<file path="config.mk">
export PLATFORM = sky130hd
export DESIGN_NAME = led_pattern_engine_flat
export DESIGN_NICKNAME = d
export VERILOG_FILES = /design/src/rtl/led_pattern_engine_if.sv /design/src/rtl/led_pattern_engine.sv /design/src/flat_wrapper.sv
export SDC_FILE = /design/constraint.sdc
export NUM_CORES = 1
export LEC_CHECK = 0
export CORE_MARGIN = 2
export CORE_UTILIZATION = 62
export CTS_CLUSTER_DIAMETER = 120
export CTS_CLUSTER_SIZE = 30
export DETAILED_ROUTE_END_ITERATION = 10
export PLACE_DENSITY = 0.92
export SLEW_MARGIN = 30
export SYNTH_ARGS = -nofsm -noshare
export SYNTH_HDL_FRONTEND = slang
export SYNTH_SLANG_ARGS = --single-unit
export TNS_END_PERCENT = 1
</file>
<file path="constraint.sdc">
create_clock -name clk -period 2.87 [get_ports clk]
set_input_delay 0.574 -clock clk [delete_from_list [all_inputs] [get_ports clk]]
set_output_delay 0.574 -clock clk [all_outputs]
set_load 0.02 [all_outputs]
</file>
<file path="src/rtl/led_pattern_engine_if.sv">
// Key/LED bundle of the LED pattern engine.
//   key_mode_n : raw mode key, active-low, asynchronous
//   key_hold_n : raw hold key, active-low, asynchronous
//   led_o      : LED drive (N_LED bits)
//   mode_o     : current pattern mode
//   tick_o     : one-cycle pulse when a new step/flash value appears on led_o
// master = board/key side, slave = pattern engine.
interface led_pattern_engine_if #(
   parameter int unsigned N_LED = 6
);
   logic             key_mode_n;
   logic             key_hold_n;
   logic [N_LED-1:0] led_o;
   logic [1:0]       mode_o;
   logic             tick_o;

   modport master (
      output key_mode_n,
      output key_hold_n,
      input  led_o,
      input  mode_o,
      input  tick_o
   );

   modport slave (
      input  key_mode_n,
      input  key_hold_n,
      output led_o,
      output mode_o,
      output tick_o
   );
endinterface

</file>
<file path="src/rtl/led_pattern_engine.sv">
// LED pattern generator for board bring-up demos.
// Synchronises and debounces two raw keys; the mode key cycles
// FILL -> BOUNCE -> FLASH -> ALL_ON, the hold key freezes the pattern.
//   clk    : system clock
//   rst_n  : asynchronous active-low reset
//   bus    : slave side of led_pattern_engine_if (keys in, led/mode/tick out)
module led_pattern_engine #(
   parameter int unsigned N_LED           = 6,
   parameter int unsigned STEP_CYCLES     = 10000000,
   parameter int unsigned FLASH_CYCLES    = 5000000,
   parameter int unsigned DEBOUNCE_CYCLES = 1000000,
   parameter int unsigned ACTIVE_LOW_LED  = 1
) (
   input  logic                clk,
   input  logic                rst_n,
   led_pattern_engine_if.slave bus
);

   localparam int unsigned STEP_W   = $clog2(STEP_CYCLES);
   localparam int unsigned FLASH_W  = $clog2(FLASH_CYCLES);
   localparam int unsigned DEB_W    = $clog2(DEBOUNCE_CYCLES);
   localparam int unsigned KEY_MODE = 0;
   localparam int unsigned KEY_HOLD = 1;
   localparam logic [N_LED-1:0] LED_RST =
      (ACTIVE_LOW_LED != 0) ? {N_LED{1'b1}} : {N_LED{1'b0}};

   typedef enum logic [1:0] {
      MODE_FILL   = 2'd0,
      MODE_BOUNCE = 2'd1,
      MODE_FLASH  = 2'd2,
      MODE_ALL_ON = 2'd3
   } mode_e;

   typedef enum logic {
      DIR_UP   = 1'b0,
      DIR_DOWN = 1'b1
   } dir_e;

   // key path state, index KEY_MODE / KEY_HOLD
   logic [1:0]            sync1_q, sync2_q;
   logic [1:0]            key_stable_q, key_stable_d;
   logic [1:0][DEB_W-1:0] deb_cnt_q, deb_cnt_d;
   logic                  mode_prev_q;
   logic                  mode_press;
   logic                  hold_active;

   // pattern state
   mode_e              mode_q, mode_d;
   dir_e               dir_q, dir_d;
   logic [N_LED-1:0]   pattern_q, pattern_d;
   logic [N_LED-1:0]   led_q, led_d;
   logic [STEP_W-1:0]  step_cnt_q, step_cnt_d;
   logic [FLASH_W-1:0] flash_cnt_q, flash_cnt_d;
   logic               flash_state_q, flash_state_d;
   logic               tick_q, tick_d;

   // Key synchronisers, debounce counters and previous mode level
   always_ff @(posedge clk or negedge rst_n) begin
      if (!rst_n) begin
         sync1_q      <= 2'b11;
         sync2_q      <= 2'b11;
         key_stable_q <= 2'b11;
         deb_cnt_q    <= '0;
         mode_prev_q  <= 1'b1;
      end else begin
         sync1_q      <= {bus.key_hold_n, bus.key_mode_n};
         sync2_q      <= sync1_q;
         key_stable_q <= key_stable_d;
         deb_cnt_q    <= deb_cnt_d;
         mode_prev_q  <= key_stable_q[KEY_MODE];
      end
   end

   // Debounce: accept a new level once it has differed for DEBOUNCE_CYCLES edges
   always_comb begin
      key_stable_d = key_stable_q;
      deb_cnt_d    = deb_cnt_q;
      for (int k = 0; k < 2; k++) begin
         if (sync2_q[k] == key_stable_q[k]) begin
            deb_cnt_d[k] = '0;
         end else if (deb_cnt_q[k] == DEB_W'(DEBOUNCE_CYCLES - 1)) begin
            key_stable_d[k] = sync2_q[k];
            deb_cnt_d[k]    = '0;
         end else begin
            deb_cnt_d[k] = deb_cnt_q[k] + DEB_W'(1);
         end
      end
   end

   assign mode_press  = mode_prev_q & ~key_stable_q[KEY_MODE];
   assign hold_active = ~key_stable_q[KEY_HOLD];

   // Pattern state register
   always_ff @(posedge clk or negedge rst_n) begin
      if (!rst_n) begin
         mode_q        <= MODE_FILL;
         dir_q         <= DIR_UP;
         pattern_q     <= '0;
         led_q         <= LED_RST;
         step_cnt_q    <= '0;
         flash_cnt_q   <= '0;
         flash_state_q <= 1'b0;
         tick_q        <= 1'b0;
      end else begin
         mode_q        <= mode_d;
         dir_q         <= dir_d;
         pattern_q     <= pattern_d;
         led_q         <= led_d;
         step_cnt_q    <= step_cnt_d;
         flash_cnt_q   <= flash_cnt_d;
         flash_state_q <= flash_state_d;
         tick_q        <= tick_d;
      end
   end

   // Mode sequencing and per-mode pattern stepping
   always_comb begin
      mode_d        = mode_q;
      dir_d         = dir_q;
      pattern_d     = pattern_q;
      step_cnt_d    = step_cnt_q;
      flash_cnt_d   = flash_cnt_q;
      flash_state_d = flash_state_q;
      tick_d        = 1'b0;

      if (mode_press) begin
         // a press wins over hold and over a coincident step
         mode_d        = mode_e'(2'(mode_q) + 2'd1);
         dir_d         = DIR_UP;
         step_cnt_d    = '0;
         flash_cnt_d   = '0;
         flash_state_d = 1'b0;
         case (mode_d)
            MODE_FILL:   pattern_d = '0;
            MODE_BOUNCE: pattern_d = N_LED'(1);
            MODE_FLASH:  pattern_d = '0;
            default:     pattern_d = '1;
         endcase
      end else if (!hold_active) begin
         case (mode_q)
            MODE_FILL: begin
               if (step_cnt_q == STEP_W'(STEP_CYCLES - 1)) begin
                  step_cnt_d = '0;
                  tick_d     = 1'b1;
                  if (dir_q == DIR_UP) begin
                     if (&pattern_q) dir_d     = DIR_DOWN;
                     else            pattern_d = (pattern_q << 1) | N_LED'(1);
                  end else begin
                     if (pattern_q == '0) dir_d     = DIR_UP;
                     else                 pattern_d = pattern_q >> 1;
                  end
               end else begin
                  step_cnt_d = step_cnt_q + STEP_W'(1);
               end
            end
            MODE_BOUNCE: begin
               if (step_cnt_q == STEP_W'(STEP_CYCLES - 1)) begin
                  step_cnt_d = '0;
                  tick_d     = 1'b1;
                  // a single LED has nowhere to bounce; it stays lit
                  if (N_LED > 1) begin
                     if (dir_q == DIR_UP) begin
                        if (pattern_q[N_LED-1]) begin
                           dir_d     = DIR_DOWN;
                           pattern_d = pattern_q >> 1;
                        end else begin
                           pattern_d = pattern_q << 1;
                        end
                     end else begin
                        if (pattern_q[0]) begin
                           dir_d     = DIR_UP;
                           pattern_d = pattern_q << 1;
                        end else begin
                           pattern_d = pattern_q >> 1;
                        end
                     end
                  end
               end else begin
                  step_cnt_d = step_cnt_q + STEP_W'(1);
               end
            end
            MODE_FLASH: begin
               if (flash_cnt_q == FLASH_W'(FLASH_CYCLES - 1)) begin
                  flash_cnt_d   = '0;
                  flash_state_d = ~flash_state_q;
                  pattern_d     = flash_state_d ? '1 : '0;
                  tick_d        = 1'b1;
               end else begin
                  flash_cnt_d = flash_cnt_q + FLASH_W'(1);
               end
            end
            default: begin
               pattern_d = '1;
            end
         endcase
      end

      led_d = (ACTIVE_LOW_LED != 0) ? ~pattern_d : pattern_d;
   end

   assign bus.led_o  = led_q;
   assign bus.mode_o = 2'(mode_q);
   assign bus.tick_o = tick_q;

endmodule
</file>
<file path="src/flat_wrapper.sv">
// flat-port wrapper written by rule: the top's interface ports become plain ports
module led_pattern_engine_flat 
#(
   parameter int unsigned N_LED           = 6,
   parameter int unsigned STEP_CYCLES     = 10000000,
   parameter int unsigned FLASH_CYCLES    = 5000000,
   parameter int unsigned DEBOUNCE_CYCLES = 1000000,
   parameter int unsigned ACTIVE_LOW_LED  = 1
)
  (clk, rst_n, bus_key_mode_n, bus_key_hold_n, bus_led_o, bus_mode_o, bus_tick_o);
  led_pattern_engine_if #(.N_LED(N_LED)) bus_i ();
  input  logic clk;
  input  logic rst_n;
  input wire logic [$bits(bus_i.key_mode_n)-1:0] bus_key_mode_n;
  input wire logic [$bits(bus_i.key_hold_n)-1:0] bus_key_hold_n;
  output wire logic [$bits(bus_i.led_o)-1:0] bus_led_o;
  output wire logic [$bits(bus_i.mode_o)-1:0] bus_mode_o;
  output wire logic [$bits(bus_i.tick_o)-1:0] bus_tick_o;
  assign bus_i.key_mode_n = bus_key_mode_n;
  assign bus_i.key_hold_n = bus_key_hold_n;
  assign bus_led_o = bus_i.led_o;
  assign bus_mode_o = bus_i.mode_o;
  assign bus_tick_o = bus_i.tick_o;
  led_pattern_engine #(.N_LED(N_LED), .STEP_CYCLES(STEP_CYCLES), .FLASH_CYCLES(FLASH_CYCLES), .DEBOUNCE_CYCLES(DEBOUNCE_CYCLES), .ACTIVE_LOW_LED(ACTIVE_LOW_LED)) u_core (.clk(clk), .rst_n(rst_n), .bus(bus_i));
endmodule
</file>
==> parameters.txt <==
Parameter                              Value

Clock tree
  Post-cts resize count    0
  Cell at the root of the clock tree    clkbuf_8
  Clock latency on the worst-skew pair    0.40 ns
  Number of clock buffers inserted by TritonCTS    9
  CTS tree    built
  Number of hold-repair buffers added at the cts stage    0
  Number of levels in the clock H-tree    3
  CTS Sinks    111
  Post-CTS setup-driven buffer insertion count    0
  Maximum clock path buffer count    2
  Clock transition time at the flip-flop clock pins of the worst setup and hold paths    0.12 ns

Floorplan
  Total Die Area    slightly above 10000 um2
  Vert. Die Dim    101 um
  Die width    101 um
  Initial Util    between 60% and 70%
  IO Pins    13
  Number of rows in the core area    35
  Area of the placeable core    a little over 9000 um2

Timing
  Final max-slew violation count    0
  Final critical path time including I/O delays and setup    2.55 ns
  Remaining max-slew budget at the tightest pin    50.5%
  Actual slew at the worst max-slew pin    0.736 ns
  Post-route setup TNS    0 ns
  Crit share post-route    88.7%
  Max Clock Freq    393 MHz
  Final-layout worst hold slack    0.124 ns
  Final Hold Vio Count    0
  Setup repair after global routing missed its margin    no
  Final setup viols    0
  Worst clock skew    about 0.024 ns

Yosys
  Top-area cell type share of the netlist area    41.7%
  Count of warnings emitted by yosys    0
  Xor and xnor area share after synthesis    8.80%
  Adder-cell share of the synthesized area    1.70%
  Share of synthesized area occupied by flip-flops and latches    47.6%
  Most used flip-flop cell after synthesis    dfrtp_1
  Leading area contributor after synthesis    dfrtp_1
  Combinational family with the most area after synthesis    simple AND/OR/NAND/NOR gates
  Main area contributors after synthesis    dfrtp_1 42%, dfstp_2 5.8%, nor2_1 5.8%, xor2_1 5.5%, nand2_1 3.9%
  Cell area after synthesis    5870 um2
  Post-synthesis simple-gate area fraction    26.1%
  Share of async-settable or async-resettable flops after synthesis    100%
  Synth Instances    636
  Post-Syn Nets    between 600 and 700
  Number of library cell types mapped by synthesis    65
  Average size of a mapped cell    9.24 um2
  Mux cell area share after synthesis    0.192%
  Post-synthesis sequential element count    approximately 110
  Post-synth EDFFs    0
  Synth Area in Compound Gates    13.3%

Power and ir drop
  Switching share of total power    24.2%
  Seq pwr share    62.5%
  Overall power of the completed layout    around 2.5 mW
  Static power due to leakage    2.66 nW
  Net switching power figure    613 uW
  Clock Power Share    35.1%
  Combinational Power Share    between 2 and 2.5%
  Worst IR drop on VDD    0.407 mV
  Total power density per cell area    approximately 400 nW/um2
  Internal    1.92 mW

Run status
  Status    complete, no violations

Finish
  Diodes inserted    0
  Fraction of layout instances using a drive strength above 1    roughly 7.6%
  Signed area change from the synthesized netlist to the final layout    7.63%
  Post-Layout Cell Count    between 700 and 800
  Share of the core filled with cells    68.7%
  Most common cell after layout, fill and taps aside    dfrtp_1
  Commonest cells after routing, fill and taps aside    98 x dfrtp_1, 90 x nor2_1, 61 x nand2_1
  Final layout net count    662

Setup path
  Worst path required time    ~3.1 ns
  Worst EP arrival    2.81 ns
  Critical Setup Path Class    register to register
  Endpoint type of the worst setup path    register
  Kind of start point of the critical path    register
  Largest driver fanout on the critical path    20

Placement
  DP Wirelength    about 8800 um
  Last weighted congestion value of the routability-driven placer    0.973
  Number of placed instances with taps included    750
  Count of port buffers added during placement    12

Global routing
  Number of global-route vias before repair    approximately 4600
  Global Route Usage Sum    25.9%
  Global-route congestion overflow total    0
  Largest net degree at the start of global routing    74
  Antenna violations before repair    0
  First-pass GRT wire length    21300 um

Routing
  Vias post-DR    4873
  Antenna Nets Post-Route    0
  Final Routed Wirelength    around 12000 um
  Wire length per cell after detailed routing    ~16 um
  Via density per instance    6.36
  DRC violation count after routing    0
  Number of iterations in the first detailed-routing pass    5
  DR iter-0 viols    ~370

Job
  Count of maximum capacitance violations    0

Worst hold path
  Classification of the worst-slack hold path    input pin to async pin
## worst max-delay path, cell delays in order (launching register included)
cell and delay [ns]:
dfrtp_1 0.43, inv_1 0.11, ha_1 0.41, o21a_1 0.33, nor2_1 0.08, buf_4 0.21
nor4_1 0.46, nand3_1 0.18, xor2_1 0.16, nor2_1 0.05
## sequential cells by signal, summed over array words and instances, names as in the netlist, 2 cells and up, named ones only
register	count
u_core.step_cnt_q	24
u_core.bus.led_o	6
u_core.key_stable_q	2
u_core.sync2_q	2
u_core.flash_cnt_q	23
u_core.sync1_q	2
u_core.deb_cnt_q	40
u_core.bus.mode_o	2
## cell usage after synthesis, drive strengths merged (11+ instances only)
| cell | count |
|---|---|
| xor2 | 37 |
| inv | 18 |
| nand4 | 18 |
| nor3 | 16 |
| a21oi | 17 |
| and3 | 18 |
| o31ai | 11 |
| xnor2 | 22 |
| o21ai | 50 |
| nand2 | 62 |
| clkbuf | 17 |
| nor2 | 90 |
| dfrtp | 98 |
| dfstp | 13 |
| nor4 | 15 |
| nand3 | 37 |
## cells by family after synthesis
logic type	after synthesis
compound gates	120
xor+xnor	59
fa+ha+maj	8
buf+inv	37
flops	111
mux	1
simple gates	300
## power groups by stage
stage	logic, mW	registers (mW)	clock network, mW
after floorplan	0.0202	1.61	0
after global placement	0.0601	1.61	0
after detailed placement	0.0634	1.61	0
after CTS	0.0635	1.58	0.913
after global routing	0.0710	1.59	0.965
final	0.0604	1.58	0.889
## path summary, 6_finish.rpt
| check | startpoint | end | slack (ns) | depth (start not counted) |
|---|---|---|---|---|
| worst max-delay path | u_core.bus.mode_o[1]$_DFFE_PN0P_ | u_core.step_cnt_q[14]$_DFFE_PN0P_ | 0.32 | 9 |
| worst min-delay path | rst_n | u_core.step_cnt_q[18]$_DFFE_PN0P_ | 0.12 | 1 |
| worst max register to register | u_core.bus.mode_o[1]$_DFFE_PN0P_ | u_core.step_cnt_q[14]$_DFFE_PN0P_ | 0.32 | 9 |
| worst min register to register | u_core.sync1_q[0]$_DFF_PN1_ | u_core.sync2_q[0]$_DFF_PN1_ | 0.36 | 0 |
| max in group asynchronous | rst_n | u_core.key_stable_q[1]$_DFFE_PN1P_ | 1.95 | 2 |
| min in group clk | u_core.sync1_q[0]$_DFF_PN1_ | u_core.sync2_q[0]$_DFF_PN1_ | 0.36 | 0 |
## per-layer routing
layer  global-route usage, %  wire length, um  up-vias
met4                    9.56              255        0
li1                        -                -     2304
met5                       0                0        -
met1                    36.0             5470     2338
met3                    5.11              822       29
met2                    40.9             5890      202
## area by class of cell
cell class,instances,area (um2)
inverters,18,67.6
clock buffers,10,128
well taps,111,139
repair buffers,22,205
clock inverters,6,50.0
fillers,691,2870
flip-flops and latches,111,2790
multi-input cells,488,2940
## through the flow
step / setup WS, ns / cell area (um2)
5_1_grt: 0.112 / 6320
3_5_place_dp: 0.410 / 6140
6_report: 0.324 / 6320
3_3_place_gp: 0.560 / 6140
2_1_floorplan: 0.538 / 5870
4_1_cts: 0.378 / 6320
No activity file was read; power rests on OpenSTA's default activity.
